[config.mk]
export PLATFORM = sky130hd
export DESIGN_NAME = mem_stage_async_flat
export DESIGN_NICKNAME = d
export VERILOG_FILES = /design/src/rtl/mem_stage_async_if.sv /design/src/rtl/mem_stage_async.sv /design/src/flat_wrapper.sv
export SDC_FILE = /design/constraint.sdc
export NUM_CORES = 1
export LEC_CHECK = 0
export ABC_AREA = 1
export BUFFER_PORTS_ARGS = -buffer_cell sky130_fd_sc_hd__buf_2
export CORE_MARGIN = 5
export CORE_UTILIZATION = 50
export CTS_CLUSTER_SIZE = 16
export DETAILED_ROUTE_END_ITERATION = 8
export HOLD_SLACK_MARGIN = 0.06
export PLACE_DENSITY = 0.8
export RECOVER_POWER = 100
export SLEW_MARGIN = 20
export SYNTH_ARGS = -nofsm -noshare
export SYNTH_HDL_FRONTEND = slang
export SYNTH_SLANG_ARGS = --single-unit
export TNS_END_PERCENT = 30
[constraint.sdc]
create_clock -name clk -period 4.6 [get_ports clk]
set_input_delay 0.46 -clock clk [delete_from_list [all_inputs] [get_ports clk]]
set_output_delay 0.46 -clock clk [all_outputs]
set_load 0.01 [all_outputs]
[src/rtl/mem_stage_async_if.sv]
// EX/MEM/WB/data-SRAM signal bundle for mem_stage_async.
// The slave modport is the stage itself; master is whoever drives it (EX, memory, WB).
interface mem_stage_async_if #(parameter int DATA_W = 32);
  logic              flush;
  logic              ex_cancel_req;
  logic              ex_to_mem_valid;
  logic              mem_allow_in;
  logic [31:0]       ex_pc;
  logic [DATA_W-1:0] ex_result;
  logic              ex_rf_we;
  logic [4:0]        ex_rf_waddr;
  logic              ex_res_from_mem;
  logic              ex_req_issued;
  logic [1:0]        ex_ld_size;
  logic              ex_ld_unsigned;
  logic              data_sram_data_ok;
  logic [DATA_W-1:0] data_sram_rdata;
  logic              mem_to_wb_valid;
  logic              wb_allow_in;
  logic [DATA_W-1:0] mem_result;
  logic              mem_rf_we;
  logic [4:0]        mem_rf_waddr;
  logic [31:0]       mem_pc;
  logic              mem_byp_valid;
  logic [4:0]        mem_byp_waddr;
  logic [DATA_W-1:0] mem_byp_data;
  logic              mem_byp_stall;

  modport slave (
    input  flush, ex_cancel_req, ex_to_mem_valid, ex_pc, ex_result, ex_rf_we,
           ex_rf_waddr, ex_res_from_mem, ex_req_issued, ex_ld_size, ex_ld_unsigned,
           data_sram_data_ok, data_sram_rdata, wb_allow_in,
    output mem_allow_in, mem_to_wb_valid, mem_result, mem_rf_we, mem_rf_waddr,
           mem_pc, mem_byp_valid, mem_byp_waddr, mem_byp_data, mem_byp_stall
  );

  modport master (
    output flush, ex_cancel_req, ex_to_mem_valid, ex_pc, ex_result, ex_rf_we,
           ex_rf_waddr, ex_res_from_mem, ex_req_issued, ex_ld_size, ex_ld_unsigned,
           data_sram_data_ok, data_sram_rdata, wb_allow_in,
    input  mem_allow_in, mem_to_wb_valid, mem_result, mem_rf_we, mem_rf_waddr,
           mem_pc, mem_byp_valid, mem_byp_waddr, mem_byp_data, mem_byp_stall
  );
endinterface

[src/rtl/mem_stage_async.sv]
// MEM pipeline stage with a variable-latency data-SRAM response (data_ok),
// response buffering under WB backpressure and discard of post-flush responses.
module mem_stage_async #(
  parameter int DATA_W = 32,
  parameter int CNT_W  = 2
) (
  input  logic               clk,
  input  logic               reset,
  mem_stage_async_if.slave   bus
);
  localparam int OFS_W = $clog2(DATA_W/8);

  logic              valid_r, wait_rsp, buf_valid;
  logic [CNT_W-1:0]  drop_cnt, drop_nxt;
  logic [DATA_W-1:0] rdata_buf;
  logic [31:0]       pc_r;
  logic [DATA_W-1:0] result_r;
  logic              rf_we_r, res_from_mem_r, ld_unsigned_r;
  logic [4:0]        waddr_r;
  logic [1:0]        ld_size_r;

  logic rsp_hit, ready_go, allow_in, latch, drop_inc, drop_dec;

  assign rsp_hit  = bus.data_sram_data_ok & (drop_cnt == '0) & wait_rsp & !buf_valid;
  assign ready_go = !wait_rsp | buf_valid | rsp_hit;
  assign allow_in = !valid_r | (ready_go & bus.wb_allow_in);
  assign latch    = bus.ex_to_mem_valid & allow_in & !bus.flush;

  // A flushed request whose response has not arrived yet leaves a stale response in flight.
  assign drop_inc = bus.flush & valid_r & wait_rsp & !buf_valid & !rsp_hit;
  assign drop_dec = bus.data_sram_data_ok & (drop_cnt != '0);
  assign drop_nxt = drop_cnt + CNT_W'(drop_inc) + CNT_W'(bus.ex_cancel_req) - CNT_W'(drop_dec);

  always_ff @(posedge clk) begin
    if (reset) begin
      valid_r        <= 1'b0;
      wait_rsp       <= 1'b0;
      buf_valid      <= 1'b0;
      drop_cnt       <= '0;
      rdata_buf      <= '0;
      pc_r           <= '0;
      result_r       <= '0;
      rf_we_r        <= 1'b0;
      waddr_r        <= '0;
      res_from_mem_r <= 1'b0;
      ld_size_r      <= '0;
      ld_unsigned_r  <= 1'b0;
    end else begin
      drop_cnt <= drop_nxt;
      if (bus.flush) begin
        valid_r   <= 1'b0;
        wait_rsp  <= 1'b0;
        buf_valid <= 1'b0;
      end else if (allow_in) begin
        valid_r   <= bus.ex_to_mem_valid;
        wait_rsp  <= latch & bus.ex_req_issued;
        buf_valid <= 1'b0;
      end else if (rsp_hit & !bus.wb_allow_in) begin
        buf_valid <= 1'b1;
        rdata_buf <= bus.data_sram_rdata;
      end
      if (latch) begin
        pc_r           <= bus.ex_pc;
        result_r       <= bus.ex_result;
        rf_we_r        <= bus.ex_rf_we;
        waddr_r        <= bus.ex_rf_waddr;
        res_from_mem_r <= bus.ex_res_from_mem;
        ld_size_r      <= bus.ex_ld_size;
        ld_unsigned_r  <= bus.ex_ld_unsigned;
      end
    end
  end

  // Load extraction from the live response or the buffered copy.
  logic [DATA_W-1:0] raw, ext, w_ext;
  logic [OFS_W-1:0]  off;
  logic [7:0]        b;
  logic [15:0]       h;
  logic              sgn;

  assign raw = buf_valid ? rdata_buf : bus.data_sram_rdata;
  assign off = result_r[OFS_W-1:0];
  assign sgn = !ld_unsigned_r;
  assign b   = raw[{off, 3'b000} +: 8];
  assign h   = raw[{off[OFS_W-1:1], 4'b0000} +: 16];

  generate
    if (DATA_W == 64) begin : g_w64
      logic [31:0] w;
      assign w     = raw[{off[OFS_W-1], 5'b00000} +: 32];
      assign w_ext = {{32{sgn & w[31]}}, w};
    end else begin : g_w32
      assign w_ext = raw;
    end
  endgenerate

  always_comb begin
    ext = raw;
    case (ld_size_r)
      2'd0:    ext = {{(DATA_W-8){sgn & b[7]}}, b};
      2'd1:    ext = {{(DATA_W-16){sgn & h[15]}}, h};
      2'd2:    ext = w_ext;
      default: ext = raw;
    endcase
  end

  assign bus.mem_allow_in    = allow_in;
  assign bus.mem_to_wb_valid = valid_r & ready_go;
  assign bus.mem_result      = res_from_mem_r ? ext : result_r;
  assign bus.mem_rf_we       = rf_we_r;
  assign bus.mem_rf_waddr    = waddr_r;
  assign bus.mem_pc          = pc_r;
  assign bus.mem_byp_valid   = valid_r & rf_we_r;
  assign bus.mem_byp_waddr   = waddr_r;
  assign bus.mem_byp_data    = bus.mem_result;
  assign bus.mem_byp_stall   = valid_r & res_from_mem_r & !ready_go;
endmodule
[src/flat_wrapper.sv]
// flat-port wrapper written by rule: the top's interface ports become plain ports
module mem_stage_async_flat 
#(
  parameter int DATA_W = 32,
  parameter int CNT_W  = 2
)
  (clk, reset, bus_flush, bus_ex_cancel_req, bus_ex_to_mem_valid, bus_ex_pc, bus_ex_result, bus_ex_rf_we, bus_ex_rf_waddr, bus_ex_res_from_mem, bus_ex_req_issued, bus_ex_ld_size, bus_ex_ld_unsigned, bus_data_sram_data_ok, bus_data_sram_rdata, bus_wb_allow_in, bus_mem_allow_in, bus_mem_to_wb_valid, bus_mem_result, bus_mem_rf_we, bus_mem_rf_waddr, bus_mem_pc, bus_mem_byp_valid, bus_mem_byp_waddr, bus_mem_byp_data, bus_mem_byp_stall);
  mem_stage_async_if #(.DATA_W(DATA_W)) bus_i ();
  input  logic clk;
  input  logic reset;
  input wire logic [$bits(bus_i.flush)-1:0] bus_flush;
  input wire logic [$bits(bus_i.ex_cancel_req)-1:0] bus_ex_cancel_req;
  input wire logic [$bits(bus_i.ex_to_mem_valid)-1:0] bus_ex_to_mem_valid;
  input wire logic [$bits(bus_i.ex_pc)-1:0] bus_ex_pc;
  input wire logic [$bits(bus_i.ex_result)-1:0] bus_ex_result;
  input wire logic [$bits(bus_i.ex_rf_we)-1:0] bus_ex_rf_we;
  input wire logic [$bits(bus_i.ex_rf_waddr)-1:0] bus_ex_rf_waddr;
  input wire logic [$bits(bus_i.ex_res_from_mem)-1:0] bus_ex_res_from_mem;
  input wire logic [$bits(bus_i.ex_req_issued)-1:0] bus_ex_req_issued;
  input wire logic [$bits(bus_i.ex_ld_size)-1:0] bus_ex_ld_size;
  input wire logic [$bits(bus_i.ex_ld_unsigned)-1:0] bus_ex_ld_unsigned;
  input wire logic [$bits(bus_i.data_sram_data_ok)-1:0] bus_data_sram_data_ok;
  input wire logic [$bits(bus_i.data_sram_rdata)-1:0] bus_data_sram_rdata;
  input wire logic [$bits(bus_i.wb_allow_in)-1:0] bus_wb_allow_in;
  output wire logic [$bits(bus_i.mem_allow_in)-1:0] bus_mem_allow_in;
  output wire logic [$bits(bus_i.mem_to_wb_valid)-1:0] bus_mem_to_wb_valid;
  output wire logic [$bits(bus_i.mem_result)-1:0] bus_mem_result;
  output wire logic [$bits(bus_i.mem_rf_we)-1:0] bus_mem_rf_we;
  output wire logic [$bits(bus_i.mem_rf_waddr)-1:0] bus_mem_rf_waddr;
  output wire logic [$bits(bus_i.mem_pc)-1:0] bus_mem_pc;
  output wire logic [$bits(bus_i.mem_byp_valid)-1:0] bus_mem_byp_valid;
  output wire logic [$bits(bus_i.mem_byp_waddr)-1:0] bus_mem_byp_waddr;
  output wire logic [$bits(bus_i.mem_byp_data)-1:0] bus_mem_byp_data;
  output wire logic [$bits(bus_i.mem_byp_stall)-1:0] bus_mem_byp_stall;
  assign bus_i.flush = bus_flush;
  assign bus_i.ex_cancel_req = bus_ex_cancel_req;
  assign bus_i.ex_to_mem_valid = bus_ex_to_mem_valid;
  assign bus_i.ex_pc = bus_ex_pc;
  assign bus_i.ex_result = bus_ex_result;
  assign bus_i.ex_rf_we = bus_ex_rf_we;
  assign bus_i.ex_rf_waddr = bus_ex_rf_waddr;
  assign bus_i.ex_res_from_mem = bus_ex_res_from_mem;
  assign bus_i.ex_req_issued = bus_ex_req_issued;
  assign bus_i.ex_ld_size = bus_ex_ld_size;
  assign bus_i.ex_ld_unsigned = bus_ex_ld_unsigned;
  assign bus_i.data_sram_data_ok = bus_data_sram_data_ok;
  assign bus_i.data_sram_rdata = bus_data_sram_rdata;
  assign bus_i.wb_allow_in = bus_wb_allow_in;
  assign bus_mem_allow_in = bus_i.mem_allow_in;
  assign bus_mem_to_wb_valid = bus_i.mem_to_wb_valid;
  assign bus_mem_result = bus_i.mem_result;
  assign bus_mem_rf_we = bus_i.mem_rf_we;
  assign bus_mem_rf_waddr = bus_i.mem_rf_waddr;
  assign bus_mem_pc = bus_i.mem_pc;
  assign bus_mem_byp_valid = bus_i.mem_byp_valid;
  assign bus_mem_byp_waddr = bus_i.mem_byp_waddr;
  assign bus_mem_byp_data = bus_i.mem_byp_data;
  assign bus_mem_byp_stall = bus_i.mem_byp_stall;
  mem_stage_async #(.DATA_W(DATA_W), .CNT_W(CNT_W)) u_core (.clk(clk), .reset(reset), .bus(bus_i));
endmodule
==> qor.yml, run 1 <==
global_routing:
  antenna_found_initial: 0
  gr-usage-all-layers_pct: 25.32
  grt_pass1_vias: 6235
  grt_start_max_net_pins: 78
  grt_pass1_wl_um: 30270
  overflow: 0
yosys:
  synth_top_family_by_area: "simple AND/OR/NAND/NOR gates"
  ys_seq_area_share_pct: 35.04
  ys_seq_elements: 111
  synthArstFlopShare_pct: 0
  postSynthCellCount: 967
  synth_fa_ha_area_share_pct: 0.5130
  synth_mux_area_share_pct: 0
  yosys.area_share.simple_pct: 36.60
  synth-compound-area-share_pct: 13.77
  synth-warning-count: 0
  synth_cell_types: 34
  syn_nets: 1083
  synthTopCellsByCount: "nand2_1 (258), nand3_1 (115), dfxtp_1 (111)"
  synth-main-ff-cell: "dfxtp_1"
  netlist_area_um2: 6341
  synth_area_leaders: "dfxtp_1 (35%), nand2_1 (15%), nand3_1 (9.1%), a21oi_1 (7.7%), buf_4 (5.4%)"
  synth_area_per_cell_um2: 6.557
  synth_top_cell_by_area: "dfxtp_1"
  synth_top_area_share_pct: 35.04
  synth_edf_count: 0
  synth_xor_area_share_pct: 0.1381
  synth.most_common_cell: "nand2_1"
routing:
  vias: 6675
  top_layer: "met4"
  dr_wl_met3_um: 1665
  drcViolationCount: 0
  drt-met1-wl_um: 7703
  dr_wl_met2_um: 9401
  drt_first_iter_violations: 569
  antenna_left: 0
  drt_pre_antenna_iters: 5
  totalWireLength_um: 19350
  avgRoutedWirePerCell_um: 15.15
  viasPerCell: 5.227
status:
  failed_checks: "capacitance limit, slew limit"
  status: "finished with violations"
sta:
  drv_slew: 72
  worst_slew_pin_slew_ns: 1.762
  finalWorstSetupSlack_ns: 0.9523
  finalCritPeriodShare_pct: 79.30
  maxSlewHeadroom_pct: -17.92
  hold_slack_ns: 0.3328
  fin_crit_ns: 3.648
  fin_worst_skew_ns: 0.01037
  hold_viol: 0
  timing.setup.tns_ns: 0
  fmax_mhz: 274.1
  rsz0062_at_grt: "false"
  finalSetupViolCount: 0
clock_network:
  clkTransAtPathRegs_ns: 0.08
  holdBufCountCts: 0
  h-tree-depth: 3
  cts.sinks: 111
  cts-root-buf: "clkbuf_16"
  cts.repair.resized: 0
  cts_tree: "yes"
  clock_latency_ns: 0.36
  postCtsSetupBuffers: 0
  clockBufferDepth: 2
  cts_made_buffers: 9
pwr:
  cellPowerDensity_nw_per_um2: 310.8
  p_leak_nw: 3.377
  vdd_ir_drop_max_mv: 0.2710
setup_path:
  rr_startpoint: "u_core.buf_valid"
  r2r_slack_ns: 0.95
  crit_path_start_kind: "flop"
  path_class: "flop to flop"
  r2r_cells: 8
  reg2reg_to: "u_core.result_r[29]"
  crit_start: "u_core.buf_valid"
  crit_fanout: 38
  cp.arrival_ns: 3.93
  endpoint_kind: "flop"
  cp-endpoint: "u_core.result_r[29]"
  cp.required_ns: 4.89
placed_design:
  gp_congestion: 0.9156
  port-buffer-count: 224
  pre_cts_slack_ns: 1.699
  placed_cell_area_um2: 7093
  place_hpwl_um: 13810
  dp_cells: 1262
floorplanning:
  rows: 41
  die_y_um: 122.6
  initial_core_util_pct: 50.66
  die_area_um2: 15030
  io-pin-count: 225
  core_area_um2: 12520
  die_w_um: 122.6
final_layout:
  drive_gt1_share_pct: 16.38
  antenna_cells: 0
  syn2layout_area_growth_pct: 13.12
  stdcell_count: 1277
  nets: 1217
  final_area_um2: 7173
worst_hold_path:
  hold_class: "input port to flop"
  holdCritStartpoint: "bus_ex_to_mem_valid"
flow_run:
  max_cap_violations: 2
area by class of cell:
class	instances	area (µm²)
multi-input cells	685	3171
fillers	1363	5344
flip-flops and latches	111	2222
clock inverters	6	57.56
well taps	172	215.2
repair buffers	231	1044
inverters	63	239.0
clock buffers	9	225.2
cell usage in the layout (no fill, tap or decap):
| cell type | synthesis | layout |
|---|---|---|
| nor2_2 | 1 | 1 |
| ha_1 | 1 | 1 |
| inv_4 | 1 | 1 |
| nand3_2 | 14 | 2 |
| nand2_4 | 1 | 1 |
| xor2_1 | 1 | 1 |
| a21oi_1 | 98 | 98 |
| nand2_2 | 4 | 2 |
| clkinv_4 | 0 | 1 |
| nor3_1 | 33 | 33 |
| inv_1 | 59 | 59 |
| buf_4 | 46 | 4 |
| inv_8 | 0 | 1 |
| clkinv_8 | 0 | 1 |
| o21ai_0 | 45 | 52 |
| clkinv_2 | 0 | 1 |
| inv_2 | 3 | 3 |
| and2_1 | 1 | 1 |
| o21ai_1 | 14 | 7 |
| nand3_1 | 115 | 127 |
| o21a_1 | 1 | 1 |
| buf_2 | 17 | 128 |
| a31oi_1 | 1 | 1 |
| inv_6 | 0 | 1 |
| nor2_4 | 1 | 1 |
| nand3_4 | 2 | 2 |
| fa_1 | 1 | 1 |
| o22ai_1 | 1 | 1 |
| o211ai_1 | 7 | 7 |
| dfxtp_1 | 111 | 111 |
| clkinvlp_4 | 0 | 1 |
| clkbuf_2 | 0 | 1 |
| or2_2 | 18 | 18 |
| nor2_1 | 63 | 63 |
| clkbuf_1 | 37 | 98 |
| clkbuf_16 | 0 | 9 |
| nor3_4 | 1 | 1 |
| a21boi_0 | 2 | 2 |
| nand2_1 | 258 | 260 |
| nand3b_2 | 1 | 1 |
metrics by stage:
| stage | utilization [%] | total power, mW |
|---|---|---|
| floorplan | - | 1.366 |
| finish | 57.31 | 2.229 |
| global route | 57.31 | 2.332 |
| CTS | 58.93 | 2.260 |
| global placement | 56.67 | 1.494 |
| detailed placement | 56.67 | 1.505 |
sequential cells by signal, indices dropped and copies added (netlist names):
signal	cells
u_core.buf_valid	1
u_core.bus.mem_byp_waddr	5
u_core.bus.mem_pc	32
u_core.bus.mem_rf_we	1
u_core.drop_cnt	2
u_core.ld_size_r	2
u_core.ld_unsigned_r	1
u_core.rdata_buf	32
u_core.res_from_mem_r	1
u_core.result_r	32
u_core.valid_r	1
u_core.wait_rsp	1
worst min-delay path by stage:
| stage | to | slack (ns) | depth (start not counted) |
|---|---|---|---|
| floorplan | u_core.result_r[16] | 0.43 | 2 |
| global placement | u_core.result_r[23] | 0.44 | 2 |
| detailed placement | u_core.result_r[26] | 0.45 | 2 |
| CTS | u_core.valid_r | 0.32 | 3 |
| global route | u_core.valid_r | 0.32 | 3 |
| finish | u_core.valid_r | 0.33 | 3 |
kinds of logic (layout without fill, tap and decap cells):
logic type / after synthesis / in the layout
buffers and inverters: 171 / 309
flip-flops: 111 / 111
AND/OR/NAND/NOR: 513 / 513
XOR/XNOR: 1 / 1
adder cells (fa/ha/maj): 2 / 2
AO/OA/AOI/OAI: 169 / 169
power by group:
part           switching, mW  total, mW  internal, mW
combinational          0.273      0.431         0.158
clock                  0.389      0.765         0.376
sequential            0.0332       1.03          1.00
total                  0.696       2.23          1.53
per-layer routing:
layer | vias up | global-route usage (%)
li1 | 3365 | -
met1 | 2987 | 30.73
met2 | 282 | 42.36
met3 | 41 | 7.189
met4 | 0 | 10.08
met5 | - | 0
critical path, cell delays in order, from the launching register on:
cell and delay (ns):
dfxtp_1 0.52, inv_4 0.33, nand3_1 0.18, nand2_2 0.13, nand2_4 0.23, nand2_1 0.60
clkbuf_1 1.24, nand2_1 0.14, a21oi_1 0.18
(Power assumes the default switching activity.)
==> inputs of run 2 (changes only) <==
==> constraint.sdc (replaced) <==
create_clock -name clk -period 3.4 [get_ports clk]
set_input_delay 0.34 -clock clk [delete_from_list [all_inputs] [get_ports clk]]
set_output_delay 0.34 -clock clk [all_outputs]
set_load 0.01 [all_outputs]
==> run 2 against run 1 <==
  * Wire length up 3.4%
  * Clock power increased by 39%
  * First-iteration DRC count grew 3.0%
  * The run still ends with capacitance limit, slew limit left
  * Cell count increased by 0.39%
  * Critical endpoint is now bus_mem_byp_data[8]
  * Setup slack worse by 0.59 ns
  * Combinational power up 38%
  * Critical path type is now flop to output pin
  * Power up 37%
  * Hold slack worse by 0.14 ns
  * Sequential power rose by 35%
  * Clock-buffer cell count grew 3
  * Global-route usage up 0.58 points
  * Sequential cell count unchanged
  * Largest cell class unchanged
==> qor.yml, run 2 (synthesis gave the netlist of run 1 again) <==
status:
  status: "finished with violations"  # unchanged
  failed_checks: "capacitance limit, slew limit"  # unchanged
floorplanning:
  core_area_um2: 12520  # unchanged
  initial_core_util_pct: 50.66  # unchanged
  io-pin-count: 225  # unchanged
  rows: 41  # unchanged
  die_y_um: 122.6  # unchanged
  die_area_um2: 15030  # unchanged
  die_w_um: 122.6  # unchanged
sta:
  maxSlewHeadroom_pct: -7.727  # was -17.92%
  fmax_mhz: 329.7
  hold_viol: 0  # unchanged
  finalSetupViolCount: 0  # unchanged
  timing.setup.tns_ns: 0  # unchanged
  worst_slew_pin_slew_ns: 1.616  # was 1.762 ns
  finalCritPeriodShare_pct: 89.22
  rsz0062_at_grt: "false"  # unchanged
  fin_crit_ns: 3.033
  drv_slew: 77  # was 72
  fin_worst_skew_ns: 0.007657  # was 0.01037 ns
clock_network:
  clockBufferDepth: 2  # unchanged
  cts_tree: "yes"  # unchanged
  h-tree-depth: 3  # unchanged
  clock_latency_ns: 0.36  # about the same
  postCtsSetupBuffers: 0  # unchanged
  clkTransAtPathRegs_ns: 0.08  # about the same
  cts_made_buffers: 9  # unchanged
  holdBufCountCts: 0  # unchanged
  cts-root-buf: "clkbuf_16"  # unchanged
  cts.sinks: 111  # unchanged
  cts.repair.resized: 0  # unchanged
setup_path:
  crit_fanout: 24  # was 38
  reg2reg_to: "u_core.rdata_buf[19]"  # was u_core.result_r[29]
  cp-endpoint: "bus_mem_byp_data[8]"  # was u_core.result_r[29]
  r2r_cells: 7  # was 8
  crit_buf_inv: 2  # unchanged
  cp.required_ns: 3.06  # was 4.89 ns
  path_class: "flop to output pin"  # was flop to flop
  cp.depth: 9  # was 8
  rr_startpoint: "u_core.buf_valid"  # unchanged
  crit_path_start_kind: "flop"  # unchanged
  slowest_stage: "dfxtp_1"  # was clkbuf_1
  crit_start: "u_core.result_r[0]"  # was u_core.buf_valid
  endpoint_kind: "output pin"  # was flop
  cp_top_family: "simple AND/OR/NAND/NOR gates"  # was buffers and inverters
  critPathMaxStageDelay_ns: 0.66  # was 1.24 ns
  r2r_slack_ns: 0.86  # was 0.95 ns
  crit_chain: "inv_1, nand3_1, nand3_1, nand2_2, nand3_2, nand2_1, nand2_1, nand2_1, clkbuf_1"  # was inv_4, nand3_1, nand2_2, nand2_4, nand2_1, clkbuf_1, nand2_1, a21oi_1
  cp_common_cell: "nand2_1"  # unchanged
  cp.arrival_ns: 2.69  # was 3.93 ns
final_layout:
  drive_gt1_share_pct: 16.95  # was 16.38%
  layout_commonest_cell: "nand2_1"  # unchanged
  syn2layout_area_growth_pct: 13.89  # was 13.12%
  nets: 1220  # was 1217
  mostFrequentLayoutCells: "nand2_1 (260), buf_2 (132), nand3_1 (128)"  # was nand2_1 (260), buf_2 (128), nand3_1 (127)
  final_area_um2: 7222  # was 7173 µm²
global_routing:
  grt_pass1_wl_um: 30780  # was 30270 µm
  grt_start_max_net_pins: 77  # was 78
  overflow: 0  # unchanged
  antenna_found_initial: 1  # was 0
  gr-usage-all-layers_pct: 25.91  # was 25.32%
  grt_pass1_vias: 6214  # was 6235
routing:
  totalWireLength_um: 20020  # was 19350 µm
  antenna_left: 0  # unchanged
  avgRoutedWirePerCell_um: 15.61  # was 15.15 µm
  vias: 6786  # was 6675
  viasPerCell: 5.293  # was 5.227
  drt_first_iter_violations: 586  # was 569
  drcViolationCount: 0  # unchanged
  drt_pre_antenna_iters: 5  # unchanged
pwr:
  cellPowerDensity_nw_per_um2: 422.0  # was 310.8 nW/µm²
  vdd_ir_drop_max_mv: 0.2949  # was 0.2710 mV
  p_leak_nw: 3.427  # was 3.377 nW
placed_design:
  gp_congestion: 0.9258  # was 0.9156
  placed_cell_area_um2: 7128  # was 7093 µm²
  port-buffer-count: 224  # unchanged
  place_hpwl_um: 14030  # was 13810 µm
worst_hold_path:
  hold_class: "input port to flop"  # unchanged
flow_run:
  max_cap_violations: 1  # was 2
## run 2: worst min-delay path, stage by stage
cell	delay, ns
buf_2	0.09
nand2_1	0.05
nand2_1	0.05
## run 2: worst min path at each step
stage | startpoint | to | slack [ns] | depth (start not counted)
6_report | bus_ex_to_mem_valid | u_core.valid_r | 0.19 | 3
5_1_grt | bus_ex_to_mem_valid | u_core.valid_r | 0.21 | 3
4_1_cts | bus_ex_to_mem_valid | u_core.valid_r | 0.19 | 3
3_5_place_dp | u_core.result_r[30] | u_core.result_r[30] | 0.45 | 2
3_3_place_gp | u_core.result_r[24] | u_core.result_r[24] | 0.44 | 2
2_1_floorplan | u_core.result_r[16] | u_core.result_r[16] | 0.43 | 2
## run 2: final cells by class
class | count | area [µm²]
Antenna cell | 1 | 2.502
Inverter | 63 | 239.0
Tap cell | 172 | 215.2
Sequential cell | 111 | 2222
Multi-Input combinational cell | 685 | 3161
Fill cell | 1343 | 5295
Clock inverter | 4 | 38.79
Timing Repair Buffer | 234 | 1087
Clock buffer | 12 | 256.5
## run 2: stage by stage
stage / hold WS (ns) / power [mW] / worst slack [ns] / util, % / instances
final: 0.1925 / 3.047 / 0.3666 / 57.70 / 1282
after global routing: 0.2065 / 3.187 / 0.1840 / 57.70 / 1282
after CTS: 0.1864 / 3.085 / 0.5713 / 59.31 / 1281
after detailed placement: 0.4493 / 2.039 / 0.9698 / 56.95 / 1265
after global placement: 0.4444 / 2.027 / 1.057 / 56.95 / 1265
after floorplan: 0.4345 / 1.848 / 1.518 / - / 967
## run 2: power breakdown
| group | switching [mW] | internal [mW] | leakage [nW] |
|---|---|---|---|
| sequential | 0.0393 | 1.35 | 0.903 |
| clock | 0.514 | 0.548 | 0.146 |
| combinational | 0.376 | 0.218 | 2.38 |
## run 2: layer usage
metal | routed length [µm] | GRT usage (%) | vias to the layer above
met2 | 9678 | 42.08 | 307
met5 | 0 | 0 | -
met4 | 613 | 10.29 | 0
met1 | 7779 | 31.61 | 3064
li1 | - | - | 3375
met3 | 1943 | 8.802 | 40
